===== src/rtl/mem_port_arbiter_pkg.sv =====
// Shared types for the I/D memory port arbiter.
// Owner and state encodings used by the arbiter FSM.
package mem_port_arbiter_pkg;

    typedef enum logic [1:0] {
        NONE,
        IFETCH,
        DATA
    } owner_t;

    typedef enum logic {
        IDLE,
        BUSY
    } state_t;

endpackage


===== src/rtl/mem_arb_timer.sv =====
// Loadable down-counter tracking fixed memory latency.
// zero marks the completion cycle of a transaction.
module mem_arb_timer #(
    parameter int LATENCY = 2
) (
    input  logic clk,
    input  logic rst,
    input  logic load,
    output logic zero
);

    localparam int CW = $clog2(LATENCY + 1);

    logic [CW-1:0] cnt;

    always_ff @(posedge clk or negedge rst) begin
        if (!rst) begin
            cnt <= '0;
        end else if (load) begin
            cnt <= CW'(LATENCY - 1);
        end else if (cnt != '0) begin
            cnt <= cnt - 1'b1;
        end
    end

    assign zero = (cnt == '0);

endmodule


===== src/rtl/mem_port_arbiter.sv =====
// Shares one fixed-latency memory port between fetch (I) and MEM (D).
// D has priority; I is forced through after STARVE_LIMIT D grants.
module mem_port_arbiter
    import mem_port_arbiter_pkg::*;
#(
    parameter int ADDR_W       = 32,
    parameter int DATA_W       = 32,
    parameter int LATENCY      = 2,
    parameter int STARVE_LIMIT = 4
) (
    input  logic              clk,
    input  logic              rst,
    input  logic              i_req,
    input  logic [ADDR_W-1:0] i_addr,
    input  logic              i_cancel,
    output logic              i_gnt,
    output logic              i_done,
    output logic [DATA_W-1:0] i_rdata,
    input  logic              d_req,
    input  logic              d_we,
    input  logic [ADDR_W-1:0] d_addr,
    input  logic [DATA_W-1:0] d_wdata,
    output logic              d_gnt,
    output logic              d_done,
    output logic [DATA_W-1:0] d_rdata,
    output logic              mem_req,
    output logic              mem_we,
    output logic [ADDR_W-1:0] mem_addr,
    output logic [DATA_W-1:0] mem_wdata,
    input  logic [DATA_W-1:0] mem_rdata,
    output logic              busy
);

    localparam int SW = $clog2(STARVE_LIMIT + 1);

    state_t        state;
    owner_t        owner;
    logic          we_q;
    logic          cancel_q;
    logic [SW-1:0] streak;
    logic          zero;
    logic          complete;
    logic          can_grant;
    logic          starved;
    logic          i_win;
    logic          d_win;
    logic          grant;

    mem_arb_timer #(
        .LATENCY(LATENCY)
    ) u_timer (
        .clk (clk),
        .rst (rst),
        .load(grant),
        .zero(zero)
    );

    assign complete  = (state == BUSY) && zero;
    // rst gate keeps the Mealy grant path quiet while reset is held
    assign can_grant = rst && ((state == IDLE) || complete);
    assign starved   = (streak == SW'(STARVE_LIMIT));
    assign i_win     = can_grant && i_req && (!d_req || starved);
    assign d_win     = can_grant && d_req && !i_win;
    assign grant     = i_win || d_win;

    assign i_gnt = i_win;
    assign d_gnt = d_win;
    assign busy  = (state == BUSY);

    always_comb begin
        mem_req   = grant;
        mem_we    = 1'b0;
        mem_addr  = '0;
        mem_wdata = '0;
        unique case (1'b1)
            d_win: begin
                mem_we    = d_we;
                mem_addr  = d_addr;
                mem_wdata = d_wdata;
            end
            i_win: begin
                mem_addr = i_addr;
            end
            default: ;
        endcase
    end

    always_comb begin
        i_done  = 1'b0;
        i_rdata = '0;
        d_done  = 1'b0;
        d_rdata = '0;
        if (complete && owner == IFETCH && !(cancel_q || i_cancel)) begin
            i_done  = 1'b1;
            i_rdata = mem_rdata;
        end
        if (complete && owner == DATA) begin
            d_done  = 1'b1;
            d_rdata = we_q ? '0 : mem_rdata;
        end
    end

    always_ff @(posedge clk or negedge rst) begin
        if (!rst) begin
            state    <= IDLE;
            owner    <= NONE;
            we_q     <= 1'b0;
            cancel_q <= 1'b0;
            streak   <= '0;
        end else begin
            if (grant) begin
                state <= BUSY;
                owner <= i_win ? IFETCH : DATA;
                we_q  <= d_win && d_we;
            end else if (complete) begin
                state <= IDLE;
                owner <= NONE;
                we_q  <= 1'b0;
            end

            if (complete) begin
                cancel_q <= 1'b0;
            end else if (state == BUSY && owner == IFETCH && i_cancel) begin
                cancel_q <= 1'b1;
            end

            if (!i_req || i_win) begin
                streak <= '0;
            end else if (d_win && !starved) begin
                streak <= streak + 1'b1;
            end
        end
    end

endmodule


===== config.mk =====
export PLATFORM = sky130hd
export DESIGN_NAME = mem_port_arbiter
export DESIGN_NICKNAME = d
export VERILOG_FILES = /design/src/rtl/mem_port_arbiter_pkg.sv /design/src/rtl/mem_arb_timer.sv /design/src/rtl/mem_port_arbiter.sv
export SDC_FILE = /design/constraint.sdc
export NUM_CORES = 1
export LEC_CHECK = 0
export CORE_AREA = 2 2 105 107
export CTS_BUF_LIST = sky130_fd_sc_hd__clkbuf_4 sky130_fd_sc_hd__clkbuf_8
export CTS_CLUSTER_DIAMETER = 80
export DETAILED_ROUTE_END_ITERATION = 8
export DIE_AREA = 0 0 107 109
export GPL_ROUTABILITY_DRIVEN = 0
export PLACE_DENSITY = 0.68
export SLEW_MARGIN = 20
export SYNTH_ARGS = -nofsm -noshare
export SYNTH_HDL_FRONTEND = slang
export SYNTH_SLANG_ARGS = --single-unit

===== constraint.sdc =====
create_clock -name clk -period 1.7 [get_ports clk]
set_input_delay 0.255 -clock clk [delete_from_list [all_inputs] [get_ports clk]]
set_output_delay 0.255 -clock clk [all_outputs]
set_load 0.1 [all_outputs]

=== Word level (Yosys, flattened, before mapping) ===
Cells that the tools add are included.

* $add $sub $neg: 2
* Equality and inequality tests: 3
* Muxes and demuxes: 20
* Bitwise logic cells: 1
* Reduce and logical (&&, ||, !) cells: 29

{| class="wikitable"
|+ Operators by type and width
! operator !! count
|-
| $mux 32 || 4
|-
| $pmux 32 s2 || 1
|-
| $logic_and 1x1->1 || 13
|-
| $mux 2 || 5
|-
| $reduce_bool 2->1 || 5
|-
| $mux 1 || 8
|-
| $mux 3 || 2
|-
| $logic_not 1->1 || 5
|-
| $logic_or 1x1->1 || 5
|-
| $add 3x1->3 const B || 1
|-
| $eq 3x3->1 const B || 1
|-
| $eq 2x1->1 const B || 1
|-
| $eq 2x2->1 const B || 1
|-
| $logic_not 2->1 || 1
|-
| $sub 2x1->2 const B || 1
|-
| $not 1->1 || 1
|}

* Register bits: 10
* Input bits: 134
* Word-level logic and storage cells: 61

=== Logic depth before layout (Yosys ltp) ===
* Depth in word-level cells: 11
* Depth in mapped cells: 8

=== By module ===
A second synthesis with hierarchy kept.

* Cells, all modules: 281
* Area total of the unflattened synthesis: 1844.3 um2

{| class="wikitable"
|+ Modules (own cells, without submodules)
! module !! times used !! cells an instance !! area each (um2) !! sequential area each (um2)
|-
| mem_port_arbiter || 1 || 272 || 1745.4 || 200.2
|-
| mem_arb_timer || 1 || 9 || 98.8 || 50.0
|}

=== Worst setup path before layout ===
No wires, ideal clock.

* Kind: reg2out
* Start point: register state, in the netlist busy
* End point: output d_done
* Data arrival time: 3486 ps
* Data required time: 1445 ps
* Slack: -2041 ps
* Cell stages (with the launch flop): 3
* Buffers on the path: 0
* Cell sequence: dfrtp_1 nand2_2 nor3b_1

* Cells in the longest elaborated chain, start to end: 3

{| class="wikitable"
|+ RTL lines
! what !! RTL line !! RTL
|-
| start: declaration || mem_port_arbiter.sv:36 || <nowiki>state_t state;</nowiki>
|-
| start signal: assignment || mem_port_arbiter.sv:105 || <nowiki>state <= IDLE;</nowiki>
|-
| start signal: assignment || mem_port_arbiter.sv:112 || <nowiki>state <= BUSY;</nowiki>
|-
| start signal: assignment || mem_port_arbiter.sv:116 || <nowiki>state <= IDLE;</nowiki>
|-
| $logic_and 1x1->1 || mem_port_arbiter.sv:58 || <nowiki>assign complete = (state == BUSY) && zero;</nowiki>
|-
| $logic_and 1x1->1 || mem_port_arbiter.sv:97 || <nowiki>if (complete && owner == DATA) begin</nowiki>
|-
| $mux 1 || mem_port_arbiter.sv:97 ||
|-
| end: declaration || mem_port_arbiter.sv:24 || <nowiki>output logic d_done,</nowiki>
|}

Every way passes these cells.

=== Final worst setup path ===
* Start point: register u_timer.cnt[0]
* End point: output i_gnt

* Cells in the longest elaborated chain, start to end: 6

{| class="wikitable"
|+ RTL lines
! what !! RTL line !! RTL
|-
| start: declaration || mem_arb_timer.sv:14 || <nowiki>logic [CW-1:0] cnt;</nowiki>
|-
| start signal: assignment || mem_arb_timer.sv:20 || <nowiki>cnt <= CW'(LATENCY - 1);</nowiki>
|-
| start signal: assignment || mem_arb_timer.sv:22 || <nowiki>cnt <= cnt - 1'b1;</nowiki>
|-
| $logic_not 2->1 || mem_arb_timer.sv:26 || <nowiki>assign zero = (cnt == '0);</nowiki>
|-
| $logic_and 1x1->1 || mem_port_arbiter.sv:58 ||
|-
| $logic_or 1x1->1 || mem_port_arbiter.sv:60 || <nowiki>assign can_grant = rst && ((state == IDLE) || complete);</nowiki>
|-
| $logic_and 1x1->1 || mem_port_arbiter.sv:60 ||
|-
| $logic_and 1x1->1 (2 in a row) || mem_port_arbiter.sv:62 || <nowiki>assign i_win = can_grant && i_req && (!d_req || starved);</nowiki>
|-
| end: declaration || mem_port_arbiter.sv:16 || <nowiki>output logic i_gnt,</nowiki>
|}

Every way passes these cells.

==> reports/results.env <==
RUN_STATUS='complete, but fails checks'
VIOLATIONS_IN_THE_FINAL_REPORTS='negative setup slack'
MAX_FREQ_MHz=463
NFILLCELLS=643
POST_LAYOUT_NONFILLER_INSTANCES=736
POST-ROUTE-UTIL_PCT=74.4
PORT-BUFFER-COUNT=268
WORST_SETUP_PATH_END_KIND='output pin'
ANT_NETS=0
FIN_WS_NS=-0.461
LARGEST_NET_DEGREE_AT_THE_START_OF_GLOBAL_ROUTING=43
CTS_TREE='built'
CP_SLOWEST_STAGE_DELAY_NS=0.36
POST-PLACE-CELLS=686
BOUNDARYPINS=269
GR-TOTAL-OVERFLOW=0
SYN_NETS=420
POSTSYNTHREGISTERBITS=10
PLACE_WS_NS=-0.373
FRACTION_OF_THE_CYCLE_THE_FINAL_WORST_PATH_NEEDS_PCT=127
GRT_UTIL_MET3_PCT=5.14
FINAL.MIN_CLOCK_PERIOD_NS=2.16
NUMCTSBUFFERS=3
LAYOUT-DRIVE-GT1-SHARE_PCT=62.0
CRITPATHBUFINV=4
DIE_WIDTH_UM=107
USE_MET2_PCT=47.5
RSZ_0062_RAISED_AFTER_GLOBAL_ROUTING='true'
REG2REG_SETUP_SLACK_NS=-0.13
R2R-START='u_timer.cnt[0]$_DFFE_PN0P_'
DESIGN.FINAL.NETS=732
WORSTPATHCELLLIST='inv_2 > ha_4 > nand2b_2 > buf_4 > buf_4 > and2_1 > and2_4 > buf_12'
FINALHOLDWORSTSLACK_NS=0.0711
CLKPWRFRAC_PCT=3.2
FIN_WORST_SKEW_NS=0.00404
GLOBALROUTE.BUSIESTLAYER='met2'
RELSLEWSLACK_PCT=79.9
DPL-INSTANCE-AREA_MM2=0.00710
FINAL-MAX-SLEW-VIOLATION-COUNT=0
FINAL-SETUP-VIOL-COUNT=140
POST_SYNTH_NUM_CELL_TYPES=33
DETAILED_PLACE_HPWL_UM=10800
FF2FF_PATH_DEPTH=8
CLKLATENCYLATEPIN_NS=0.23
WORST_EP_REQUIRED_TIME_NS=1.44
CTS-HTREE-LEVELS=1
SEQ_POWER_SHARE_PCT=5.0
GRT_FIRST_PASS_WIRELENGTH_UM=21400
VDD.IR_DROP.WORST_mV=0.934
SYNTH_WARNINGS=0
MOST-COMMON-LAYOUT-CELLS='147 x sky130_fd_sc_hd__buf_12, 132 x sky130_fd_sc_hd__clkdlybuf4s50_1, 98 x sky130_fd_sc_hd__and2_4'
POWER.COMBINATIONAL.FRACTION_PCT=91.8
CTS.ROOT.BUFFER_CELL='sky130_fd_sc_hd__clkbuf_8'
TIGHTESTPINTRANSITION_NS=0.298
DATA_ARRIVAL_TIME_OF_THE_WORST_PATH_NS=1.91
SETUP_TOTAL_NEGATIVE_SLACK_NS=-53.06
PLACEABLECOREAREA_MM2=0.0106
HOLD_CLASS='primary input to asynchronous set/reset pin'
SYNTH-EDFF-COUNT=0
SYNTHESIS.AREA_MM2=0.00205
SLOWEST_STAGE='sky130_fd_sc_hd__dfrtp_1'
REG2REG_TO='streak[2]$_DFFE_PN0P_'
POST_ROUTE_STANDARD_CELL_AREA_EXCLUDING_FILLERS_MM2=0.00789
DRT_DRC_VIOLATIONS_LEFT=0
FLOW.AREA_GROWTH_FROM_SYNTHESIS_PCT=284
SW_RATIO_PCT=53.4
FLOORPLAN.INITIALDENSITY_PCT=19.4
CRITICAL_PATH_PEAK_FANOUT=4
TOTAL_POWER_DENSITY_PER_CELL_AREA_mW_PER_MM2=1050
SYN_INST=283
CTSLONGESTPATHBUFFERS=2
FIRSTDRTPASSITERS=4
CLKTRANSATPATHREGS_NS=0.05
DRT_ITER0_MARKERS=142
SYNTH_TOP_FLOP_CELL='sky130_fd_sc_hd__dfrtp_1'
FINAL_COMMON_CELL='sky130_fd_sc_hd__buf_12'
DRT-WIRELENGTH-PER-CELL_UM=21.0
GRT_USAGE_PCT=23.8
CRITPATHMOSTFREQUENTCELL='sky130_fd_sc_hd__buf_4'
ANTENNA_VIOLATIONS_BEFORE_REPAIR=2
NET-SWITCHING-POWER_mW=4.45
VIA_PER_INST=4.72
ROWS=38
DESIGN_POWER_TOTAL_mW=8.32
P_INT_mW=3.87
SYN-MEAN-INSTANCE-AREA_UM2=7.26
DIE-AREA_MM2=0.0117
WORSTSETUPSTARTPOINTTYPE='flop'
CHIPHEIGHT_UM=109
TIMING.FINAL.HOLD_VIOLATIONS=0
YOSYSSEQAREASHARE_PCT=12.2
MAXCAPVIOLCOUNT=0
CTS_HOLD_BUF=0
ROUTED_WIRELENGTH_UM=15400
SYNTHARSTFLOPSHARE_PCT=100
GRT_USE_MET1_PCT=25.0
CLOCK_SINKS=10
ROUTE.VIAS.TOTAL=3473
P_LEAK_nW=3.11
CP_TOP_FAMILY='simple AND/OR/NAND/NOR gates'
TIMING_WORST_SETUP_PATH_TYPE='flop to output pin'
GRT_PASS1_VIAS=3657
==> worst reg2reg max path: stages, from the launching register on <==
cell and delay (ns):
sky130_fd_sc_hd__dfrtp_1 0.36, sky130_fd_sc_hd__inv_2 0.06, sky130_fd_sc_hd__ha_4 0.19, sky130_fd_sc_hd__nand2b_2 0.27, sky130_fd_sc_hd__buf_4 0.17, sky130_fd_sc_hd__buf_4 0.14
sky130_fd_sc_hd__and2_1 0.16, sky130_fd_sc_hd__buf_4 0.15, sky130_fd_sc_hd__a32o_1 0.21
==> Yosys cell counts (5+ instances only) <==
library cell / number / area, um2
sky130_fd_sc_hd__and2_1: 99 / 619
sky130_fd_sc_hd__nand4_1: 34 / 213
sky130_fd_sc_hd__nand3_1: 33 / 165
sky130_fd_sc_hd__mux2i_1: 32 / 320
sky130_fd_sc_hd__dfrtp_1: 10 / 250
sky130_fd_sc_hd__buf_2: 9 / 45.0
sky130_fd_sc_hd__buf_4: 8 / 60.1
sky130_fd_sc_hd__clkbuf_1: 8 / 30.0
sky130_fd_sc_hd__nand2_1: 6 / 22.5
sky130_fd_sc_hd__clkbuf_2: 5 / 25.0
sky130_fd_sc_hd__inv_1: 5 / 18.8
==> kinds of logic (layout without fill, tap and decap cells) <==
group	Yosys count	after routing	share of synthesized area, %
and+or+nand+nor	185	186	54.9
buffers and inverters	40	350	10.7
other	0	2	0
AOI/OAI and AO/OA	12	12	4.32
muxes	32	32	15.6
xor gates and xnor gates	1	1	0.426
DFF	10	10	12.2
adders and majority gates	3	3	1.83
==> registers in the layout, summed over array words and instances, names as in the netlist <==
| name | flops |
|---|---|
| we_q | 1 |
| cancel_q | 1 |
| streak | 3 |
| owner | 2 |
| u_timer.cnt | 2 |
| busy | 1 |
==> power by group through the flow <==
| stage | clock (mW) | combinational (mW) | sequential [mW] |
|---|---|---|---|
| 2_1_floorplan | 0 | 4.09 | 0.483 |
| 3_3_place_gp | 0 | 6.34 | 0.386 |
| 3_5_place_dp | 0 | 6.44 | 0.400 |
| 4_1_cts | 0.273 | 7.10 | 0.408 |
| 5_1_grt | 0.292 | 7.90 | 0.425 |
| 6_report | 0.270 | 7.64 | 0.414 |
==> layout make-up <==
type / instances / area [um2] / area share, %
clock buffer: 4 / 48.8 / 0.618
inverter: 5 / 18.8 / 0.238
antenna: 2 / 5.00 / 0.0634
multi-input combinational: 234 / 2360 / 29.9
sequential: 10 / 255 / 3.23
tap: 140 / 175 / 2.22
timing repair buffer: 341 / 5030 / 63.7
==> worst max-delay path by stage <==
stage                          startpoint      endpoint  slack [ns]  depth (start not counted)
2_1_floorplan       streak[0]$_DFFE_PN0P_  mem_addr[11]       -0.50                          7
3_3_place_gp                        d_req  mem_addr[17]       -0.35                          5
3_5_place_dp                        d_req  mem_addr[13]       -0.37                          5
4_1_cts             streak[0]$_DFFE_PN0P_  mem_addr[27]       -0.45                          8
5_1_grt             streak[0]$_DFFE_PN0P_  mem_addr[28]       -0.53                          8
6_report       u_timer.cnt[0]$_DFFE_PN0P_         i_gnt       -0.46                          8
==> layer usage <==
metal	up-vias	part of all wire, %
li1	1623	-
met1	1653	35
met2	170	55
met3	27	6.7
met4	0	2.9
met5	-	0
==> timing repair <==
action,4_1_cts,5_1_grt
gates resized for setup,35,12
pin swaps,25,17
setup buffers,21,9
gates cloned,8,12
endpoints found under the setup margin,135,134
No activity file was read; power rests on OpenSTA's default activity.
